[config.mk]
export PLATFORM = sky130hd
export DESIGN_NAME = ins_mem_loader_flat
export DESIGN_NICKNAME = d
export VERILOG_FILES = /design/src/rtl/ins_mem_loader_if.sv /design/src/rtl/ins_mem_loader.sv /design/src/flat_wrapper.sv
export SDC_FILE = /design/constraint.sdc
export NUM_CORES = 1
export LEC_CHECK = 0
export ABC_AREA = 1
export CORE_AREA = 2 2 85 87
export DETAILED_ROUTE_END_ITERATION = 10
export DIE_AREA = 0 0 87 89
export PLACE_DENSITY = 0.76
export SYNTH_ARGS = -nofsm -noshare
export SYNTH_HDL_FRONTEND = slang
export SYNTH_SLANG_ARGS = --single-unit
[constraint.sdc]
create_clock -name clk -period 2.67 [get_ports clk]
set_input_delay 0.534 -clock clk [delete_from_list [all_inputs] [get_ports clk]]
set_output_delay 0.534 -clock clk [all_outputs]
set_load 0.005 [all_outputs]
[src/rtl/ins_mem_loader_if.sv]
// Loader-side bundle: inbound instruction stream plus the instruction-memory write port.
interface ins_mem_loader_if #(
  parameter int IR_width = 12,
  parameter int Im_width = 8
);
  logic [IR_width-1:0] in_data;
  logic                in_valid;
  logic                in_last;
  logic                in_ready;
  logic [Im_width-1:0] im_address;
  logic [IR_width-1:0] im_data;
  logic                im_wren;

  modport master (
    output in_data, in_valid, in_last,
    input  in_ready, im_address, im_data, im_wren
  );

  modport slave (
    input  in_data, in_valid, in_last,
    output in_ready, im_address, im_data, im_wren
  );
endinterface

[src/rtl/ins_mem_loader.sv]
// Boot-time instruction-memory writer: streams words to address 0.., verifies a trailing
// checksum, holds the CPU while loading and pulses start on success.
module ins_mem_loader #(
  parameter int IR_width = 12,
  parameter int Im_width = 8
) (
  input  logic                clk,
  input  logic                reset,
  input  logic                load_req,
  ins_mem_loader_if.slave     bus,
  output logic                cpu_hold,
  output logic                start,
  output logic                done,
  output logic                error,
  output logic [Im_width:0]   word_count
);

  typedef enum logic [2:0] {IDLE, LOAD, CHECK, START, DONE, ERR} state_t;

  state_t              state, state_nxt;
  logic [Im_width-1:0] addr;
  logic [IR_width-1:0] sum;
  logic [IR_width-1:0] csum;
  logic [Im_width-1:0] wr_addr;
  logic [IR_width-1:0] wr_data;
  logic                wr_en;
  logic                accept;
  logic                write_word;
  logic                clear;
  logic                full;

  // Memory already holds 2^Im_width words once the count's top bit is set.
  assign full = word_count[Im_width];

  always_ff @(posedge clk or posedge reset) begin
    if (reset) state <= IDLE;
    else       state <= state_nxt;
  end

  always_comb begin
    state_nxt    = state;
    bus.in_ready = 1'b0;
    cpu_hold     = 1'b0;
    start        = 1'b0;
    done         = 1'b0;
    error        = 1'b0;
    accept       = 1'b0;
    write_word   = 1'b0;
    clear        = 1'b0;
    case (state)
      IDLE, DONE, ERR: begin
        done  = (state == DONE);
        error = (state == ERR);
        if (load_req) begin
          state_nxt = LOAD;
          clear     = 1'b1;
        end
      end
      LOAD: begin
        bus.in_ready = 1'b1;
        cpu_hold     = 1'b1;
        accept       = bus.in_valid;
        if (accept) begin
          if (bus.in_last)  state_nxt = (word_count == '0) ? ERR : CHECK;
          else if (full)    state_nxt = ERR;
          else              write_word = 1'b1;
        end
      end
      CHECK: begin
        cpu_hold  = 1'b1;
        state_nxt = (csum == sum) ? START : ERR;
      end
      START: begin
        start     = 1'b1;
        state_nxt = DONE;
      end
      default: state_nxt = IDLE;
    endcase
  end

  // The internal address rolls over only after the final permitted write; full blocks any use of it.
  always_ff @(posedge clk or posedge reset) begin
    if (reset) begin
      addr       <= '0;
      sum        <= '0;
      csum       <= '0;
      word_count <= '0;
      wr_en      <= 1'b0;
      wr_addr    <= '0;
      wr_data    <= '0;
    end else begin
      wr_en <= write_word;
      if (clear) begin
        addr       <= '0;
        sum        <= '0;
        word_count <= '0;
      end else if (write_word) begin
        wr_addr    <= addr;
        wr_data    <= bus.in_data;
        addr       <= addr + 1'b1;
        word_count <= word_count + 1'b1;
        sum        <= sum + bus.in_data;
      end
      if (accept && bus.in_last) csum <= bus.in_data;
    end
  end

  assign bus.im_address = wr_addr;
  assign bus.im_data    = wr_data;
  assign bus.im_wren    = wr_en;

endmodule

[src/flat_wrapper.sv]
// flat-port wrapper written by rule: the top's interface ports become plain ports
module ins_mem_loader_flat 
#(
  parameter int IR_width = 12,
  parameter int Im_width = 8
)
  (clk, reset, load_req, cpu_hold, start, done, error, word_count, bus_in_data, bus_in_valid, bus_in_last, bus_in_ready, bus_im_address, bus_im_data, bus_im_wren);
  ins_mem_loader_if #(.IR_width(IR_width), .Im_width(Im_width)) bus_i ();
  input  logic clk;
  input  logic reset;
  input  logic load_req;
  output logic cpu_hold;
  output logic start;
  output logic done;
  output logic error;
  output logic [Im_width:0] word_count;
  input wire logic [$bits(bus_i.in_data)-1:0] bus_in_data;
  input wire logic [$bits(bus_i.in_valid)-1:0] bus_in_valid;
  input wire logic [$bits(bus_i.in_last)-1:0] bus_in_last;
  output wire logic [$bits(bus_i.in_ready)-1:0] bus_in_ready;
  output wire logic [$bits(bus_i.im_address)-1:0] bus_im_address;
  output wire logic [$bits(bus_i.im_data)-1:0] bus_im_data;
  output wire logic [$bits(bus_i.im_wren)-1:0] bus_im_wren;
  assign bus_i.in_data = bus_in_data;
  assign bus_i.in_valid = bus_in_valid;
  assign bus_i.in_last = bus_in_last;
  assign bus_in_ready = bus_i.in_ready;
  assign bus_im_address = bus_i.im_address;
  assign bus_im_data = bus_i.im_data;
  assign bus_im_wren = bus_i.im_wren;
  ins_mem_loader #(.IR_width(IR_width), .Im_width(Im_width)) u_core (.clk(clk), .reset(reset), .load_req(load_req), .bus(bus_i), .cpu_hold(cpu_hold), .start(start), .done(done), .error(error), .word_count(word_count));
endmodule
======== After elaboration in Yosys (flattened, before gate mapping) ========
Cells that the tools add are included.
cells by class
  bitwise logic cells ..................... 1
  add/sub/neg operators ................... 3
  mux-type cells .......................... 25
  reductions and logical operators ........ 8
  equal/unequal tests ..................... 9
operators with widths
  operator             number
  $mux 12              2
  $mux 3               6
  $mux 9               2
  $mux 8               2
  $add 12x12->12       1
  $eq 12x12->1         1
  $mux 1               12
  $pmux 3 s4           1
  $add 9x1->9 const B  1
  $logic_not 9->1      1
  $add 8x1->8 const B  1
  $eq 3x2->1 const B   2
  $eq 3x3->1 const B   2
  $ne 2x2->1 const B   2
  $eq 3x1->1 const B   1
  $logic_not 3->1      1
  $ne 3x2->1 const B   1
  $reduce_and 3->1     1
  $reduce_or 3->1      1
  $reduce_and 2->1     1
  $reduce_bool 2->1    1
  $reduce_or 2->1      1
  $logic_and 1x1->1    1
  $not 1->1            1
storage, ports and cells
  word-level logic and storage cells ...... 54
  flip-flop bits (word level) ............. 65
  input bits .............................. 17

======== Depth between registers and ports, before layout ========
Gate-level depths: netlist of the first run.
  depth after elaboration ................. 6
  depth in mapped cells ................... 11
  depth with buffers taken out ............ 11

======== Worst setup path before layout of the first run ========
No wires, ideal clock.
  path type ............................... input port to flip-flop
  start ................................... input bus_in_data[0]
  end ..................................... register u_core.sum[6]
  path slack .............................. 0.870 ns
  arrival ................................. 1.673 ns
  stages on the path ...................... 11
  cells stage by stage .................... ha_1 -> inv_1 -> fa_1 -> inv_1 -> nand3_1 -> nand2_1 -> nand2_1 -> nand2_1 -> a21oi_1 -> o21ai_1 -> o21ai_0
on the way
  longest elaborated chain between the ends .. 3
RTL lines
  what                  line                   RTL
  from (decl)           flat_wrapper.sv:17     input wire logic [$bits(bus_i.in_data)-1:0] bus_in_data;
  $add 12x12->12        ins_mem_loader.sv:102  sum <= sum + bus.in_data;
  $mux 12               ins_mem_loader.sv:97   end else if (write_word) begin
  $mux 12               ins_mem_loader.sv:93   if (clear) begin
  to (signal assigned)  ins_mem_loader.sv:102
  to (decl)             ins_mem_loader.sv:22   logic [IR_width-1:0] sum;
Every way passes these cells. The select of a mux whose other input is x is not followed.
A chain may end at the register's enable or synchronous reset.

======== Worst setup path after layout of the first run ========
  start ................................... register u_core.state[1]
  end ..................................... output cpu_hold
on the way
  longest elaborated chain between the ends .. 3
RTL lines
  what                                             line                  RTL
  from (decl)                                      ins_mem_loader.sv:20  state_t state, state_nxt;
  from (signal assigned)                           ins_mem_loader.sv:37  else state <= state_nxt;
  $eq 3x2->1 / $eq 3x1->1 (equally long branches)  ins_mem_loader.sv:50  case (state)
  $reduce_or 2->1 (no source line) (*)             n/a
  $mux 1 (*)                                       ins_mem_loader.sv:50
  to (decl)                                        flat_wrapper.sv:12    output logic cpu_hold;
Every way passes the cells marked *; elsewhere a longest branch is shown, timed or not.

==> results of run 1 <==
-- power groups by stage --
stage	Combinational [mW]	Sequential [mW]	Clock [mW]
global route	1.97	1.55	0.880
finish	1.71	1.51	0.823
detailed placement	1.70	1.53	0
global placement	1.65	1.51	0
floorplan	1.08	1.49	0
CTS	1.72	1.51	0.836
-- state kept, by name, summed over array words and instances, names as in the netlist --
signal and count:
u_core.word_count 9, u_core.addr 8, u_core.bus.im_wren 1, u_core.bus.im_data 12
u_core.csum 12, u_core.bus.im_address 8, u_core.sum 12, u_core.state 3
-- Yosys cell counts --
library cell,n
a21oi_1,20
xor2_1,2
nor2_4,2
nand3_4,1
nor2_2,2
nand2_1,137
fa_1,1
nor3_1,8
buf_2,3
o21bai_1,2
nand3_1,23
o22ai_1,3
ha_1,14
o21ai_1,4
o21ai_0,49
inv_2,1
nand4_1,3
inv_1,70
clkbuf_1,4
clkinv_2,1
dfrtp_1,65
buf_6,2
xnor2_1,7
nor2_1,43
nor3_2,3
-- metal layers --
metal | GRT usage | part of all wire | vias to the layer above
met3 | 0.0480 | 0.043 | 21
met5 | 0 | 0 | -
li1 | - | - | 1605
met2 | 0.375 | 0.48 | 69
met1 | 0.286 | 0.45 | 1445
met4 | 0.105 | 0.023 | 0
-- worst reg2reg max path, cell delays in order (launching register included) --
cell,delay [ps]
dfrtp_1,410
inv_2,80
nand2_1,90
nor2_4,200
nand3_4,250
buf_4,270
buf_4,190
a21oi_1,150
o21ai_1,120
o21ai_0,100
-- path summary, 6_finish.rpt --
check	from	endpoint	slack, ps	cells past startpoint
min reg2reg	u_core.bus.im_data[4]	u_core.bus.im_data[4]	480	2
max reg2reg	u_core.state[1]	u_core.sum[6]	720	9
max in group asynchronous	reset	u_core.sum[4]	1730	3
min in group clk	u_core.bus.im_data[4]	u_core.bus.im_data[4]	480	2
max	u_core.state[1]	cpu_hold	380	6
min	reset	u_core.bus.im_data[10]	430	2
-- cell families after synthesis --
| family | synth area share |
|---|---|
| flops | 0.457 |
| compound gates | 0.112 |
| fa+ha+maj | 0.0549 |
| xor+xnor | 0.0222 |
| simple gates | 0.262 |
| buf+inv | 0.0911 |
-- per-stage QoR --
step / instances / total power, mW
4_1_cts: 616 / 4.06
5_1_grt: 616 / 4.40
3_3_place_gp: 600 / 3.16
2_1_floorplan: 470 / 2.57
6_report: 616 / 4.04
3_5_place_dp: 600 / 3.22
-- layout make-up --
type | count | area [um^2]
Clock inverter | 6 | 57.6
Sequential cell | 65 | 1630
Clock buffer | 10 | 138
Fill cell | 562 | 2340
Multi-Input combinational cell | 324 | 1610
Tap cell | 80 | 100
Inverter | 72 | 272
Timing Repair Buffer | 59 | 583
==> metrics.txt, run 1 <==
clk_lat worst skew=340 ps; total routed wirelength=between 7 and 8 mm; global-route usage over all layers=0.227; pre-CTS setup slack=195 ps; via count=3140; Critical Path Fanout Max=8; Max-slew headroom=0.768; most common cell after layout, fill and taps aside=nand2_1; Final WS setup=375 ps; synthesized area per cell=7.57 um^2; post_cts resized=0; share of cells above drive strength 1=0.0653; Rows=30; DR vias/cell=5.10; DRC=0; PwrDens=922 nW/um^2; Clock Tree Root=clkbuf_8; Starting DRT DRC Count=202; total negative setup slack=0 ps; Setup Buffers After CTS=0; FMAX=about 440 MHz; height of the die=between 80 and 90 um; WS Path Type=register to output pin; die area=a little under 8000 um^2; Initial Util=0.529; Port Buffers=51; utilization after layout=0.652; Num Clock Sinks=65; RSZ-0062 raised after global routing=false; Seq pwr share=0.374; wire length per cell=12.9 um; top cells by area, synth=dfrtp_1, nand2_1, inv_1; Die X=87 um; crit end category=output pin; area leader, netlist=dfrtp_1; worst ir drop on vdd=between 0.0004 and 0.0005 V; final design area excluding fillers=approximately 4400 um^2; TritonCTS buffer count=9; IO Pins=52; Crit path max-delay family=buffers and inverters; maxcap violations=0; Final nets=563; Sw Ratio=0.384; hold_ws=approximately 430 ps; CP Data Required Time=2140 ps; Worst Path Buf+Inv=3; P_int=between 2 and 2.5 mW; Overflow after GRT=0; combinational power share=0.423; largest net degree at the start of global routing=40; Yosys warning count=0; most frequent cells in the layout=nand2_1, inv_1, dfrtp_1; Pre-Repair DR Iteration Count=4; vias in the first global route=about 3100; Layout Skew=11.3 ps; core area=approximately 6700 um^2; Synth Instances=470; P_leak=between 2 and 2.5 nW; cts hold-fix bufs=0; Yosys top cell area share=0.457; H-Tree Depth=3; critical path's most frequent cell=nand2_1; switching power total=1.55 mW; synthesized net count=about 500; Reg clk slew, reported paths=around 70 ps; Slew Viols, Final=0; Final min period=2290 ps; Synth Register Bits=65; Area after DPL=about 4200 um^2; register area share after synthesis=0.457; initial antenna violation count=0; CTS tree=yes; Worst EP arrival=about 1800 ps; Final Setup Violations=0; CTS Buffer Depth=2; Ant. Diodes=0; post-synth cell types=25; Routed Antenna Nets=0; CP peak stage delay=490 ps; Layout area overhead=23.2%; outcome=finished clean; Final Cycle Share=0.860; wire length of the first global-routing pass=approximately 14 mm; Final Hold Viols=0; Clock Power Share=0.204; hold crit path type=input pin to async pin; RD Place Congestion=0.908; critical path startpoint category=register; mapped cell area=approximately 3600 um^2; Critical Path Slowest Stage Cell=clkdlybuf4s50_1; critical path cell sequence=inv_2 > nand2_1 > nor2_4 > inv_1 > nand2_1 > clkdlybuf4s50_1; Worst Max-Slew Pin Slew=about 350 ps; dpl hpwl=~5.8 mm
No activity file was read; power rests on OpenSTA's default activity.
==> run 2: changes to the inputs <==
--- a/config.mk
+++ b/config.mk
@@ -10,6 +10,7 @@
 export DETAILED_ROUTE_END_ITERATION = 10
 export DIE_AREA = 0 0 87 89
 export PLACE_DENSITY = 0.76
+export RECOVER_POWER = 50
 export SYNTH_ARGS = -nofsm -noshare
 export SYNTH_HDL_FRONTEND = slang
 export SYNTH_SLANG_ARGS = --single-unit
==> metrics.txt, run 2 (synthesized netlist as in run 1, its figures left out) <==
outcome=finished clean; most frequent cells in the layout=nand2_1, inv_1, dfrtp_1; cts hold-fix bufs=0; Rows=30; Clock Tree Root=clkbuf_8; critical path startpoint category=register; dpl hpwl=roughly 5.8 mm; Final Setup Violations=0; most common cell after layout, fill and taps aside=nand2_1; Slew Viols, Final=0; Pre-Repair DR Iteration Count=5; largest net degree at the start of global routing=40; hold crit path type=register to register; vias in the first global route=3064; Routed Antenna Nets=0; hold_ws=about 480 ps; Critical Path Slowest Stage Cell=clkdlybuf4s50_1; Reg clk slew, reported paths=around 70 ps; core area=6720 um^2; FMAX=~440 MHz; Initial Util=0.529; total routed wirelength=approximately 8 mm; share of cells above drive strength 1=0.0597; Overflow after GRT=0; H-Tree Depth=3; Final nets=~560; total negative setup slack=0 ps; RD Place Congestion=approximately 0.91; CTS tree=yes; Worst Max-Slew Pin Slew=1040 ps; IO Pins=52; reg-to-reg slack, setup=about 600 ps; CTS Buffer Depth=2; Die X=87 um; CP Data Required Time=2140 ps; Top Layer Used=met4; DR WL met3=approximately 370 um; Critical Path End=cpu_hold; Ant. Diodes=0; initial antenna violation count=0; Critical Path Fanout Max=8; critical path's most frequent cell=nand2_1; PwrDens=~900 nW/um^2; Port Buffers=51; worst r2r src=u_core.state[1]; crit end category=output pin; Starting DRT DRC Count=~170; Max-slew headroom=0.310; RSZ-0062 raised after global routing=false; global-route usage over all layers=0.227; Final Cycle Share=0.861; met2 WL=~3.8 mm; DRC=0; Pwr Total=4.03 mW; reg2reg end=u_core.word_count[7]; M1 WL=approximately 3.6 mm; Worst EP arrival=around 1800 ps; Num Clock Sinks=65; height of the die=89 um; CP peak stage delay=490 ps; Final Hold Viols=0; Layout area overhead=22.6%; maxcap violations=0; post_cts resized=0; wire length per cell=12.9 um; Crit. Startpoint=u_core.state[1]; worst ir drop on vdd=0.000440 V; Setup Buffers After CTS=0; critical path cell sequence=inv_2 > nand2_1 > nor2_4 > inv_1 > nand2_1 > clkdlybuf4s50_1; die area=7740 um^2; Layout Skew=roughly 11 ps; TritonCTS buffer count=9; WS Path Type=register to output pin; clk_lat worst skew=around 340 ps; fillers=about 560; Final min period=around 2300 ps; DR vias/cell=just over 5; R2R cell count=8; via count=3135; P_leak=2.12 nW; wire length of the first global-routing pass=~14 mm
run 2: cell count changes in the layout (fill, tap and decap cells not counted):
| cell | previous run | this run |
|---|---|---|
| clkinv_2 | 5 | 4 |
| clkbuf_2 | 0 | 1 |
| inv_1 | 69 | 70 |
| clkinvlp_2 | 0 | 1 |
| inv_2 | 2 | 1 |
| dlygate4sd3_1 | 0 | 3 |
| buf_4 | 7 | 5 |
| buf_12 | 1 | 0 |
| clkbuf_1 | 0 | 2 |
| clkdlybuf4s50_1 | 51 | 48 |
run 2: worst min-delay path by stage:
stage | from | to | slack [ps] | depth (start not counted)
after floorplan | u_core.csum[1] | u_core.csum[1] | 470 | 2
after global routing | u_core.bus.im_address[6] | u_core.bus.im_address[6] | 520 | 2
final | u_core.bus.im_data[4] | u_core.bus.im_data[4] | 480 | 2
after CTS | reset | u_core.bus.im_data[10] | 420 | 2
after detailed placement | u_core.bus.im_data[6] | u_core.bus.im_data[6] | 470 | 2
after global placement | u_core.bus.im_data[9] | u_core.bus.im_data[9] | 460 | 2
run 2: report_power, final:
group | switching (mW) | internal [mW] | total (mW)
combinational | 0.949 | 0.750 | 1.70
sequential | 0.230 | 1.28 | 1.51
clock | 0.372 | 0.449 | 0.822
run 2: final cells by class:
type	instances	area (um^2)	area share
clock inverter	6	57.6	0.0132
sequential	65	1630	0.373
clock buffer	10	138	0.0316
tap	80	100	0.0230
timing repair buffer	59	561	0.129
inverter	72	272	0.0623
multi-input combinational	324	1610	0.368
run 2: layer usage:
metal  up-vias  track usage
met5         -            0
met4         0        0.105
met3        17       0.0480
met2        74        0.375
met1      1440        0.286
li1       1604            -
run 2: stage by stage:
stage / std cells / worst slack, ps / area (um^2) / utilization
floorplan: 470 / 510 / 3560 / -
global placement: 600 / 244 / 4190 / 0.623
detailed placement: 600 / 195 / 4190 / 0.623
CTS: 616 / 366 / 4380 / 0.652
global route: 616 / 219 / 4360 / 0.649
finish: 616 / 372 / 4360 / 0.649
run 2: critical path, delay by kind of cell (launching register included):
kind,cells,cell delay (ps)
buffers and inverters,3,660
and+or+nand+nor,3,350
DFF,1,410
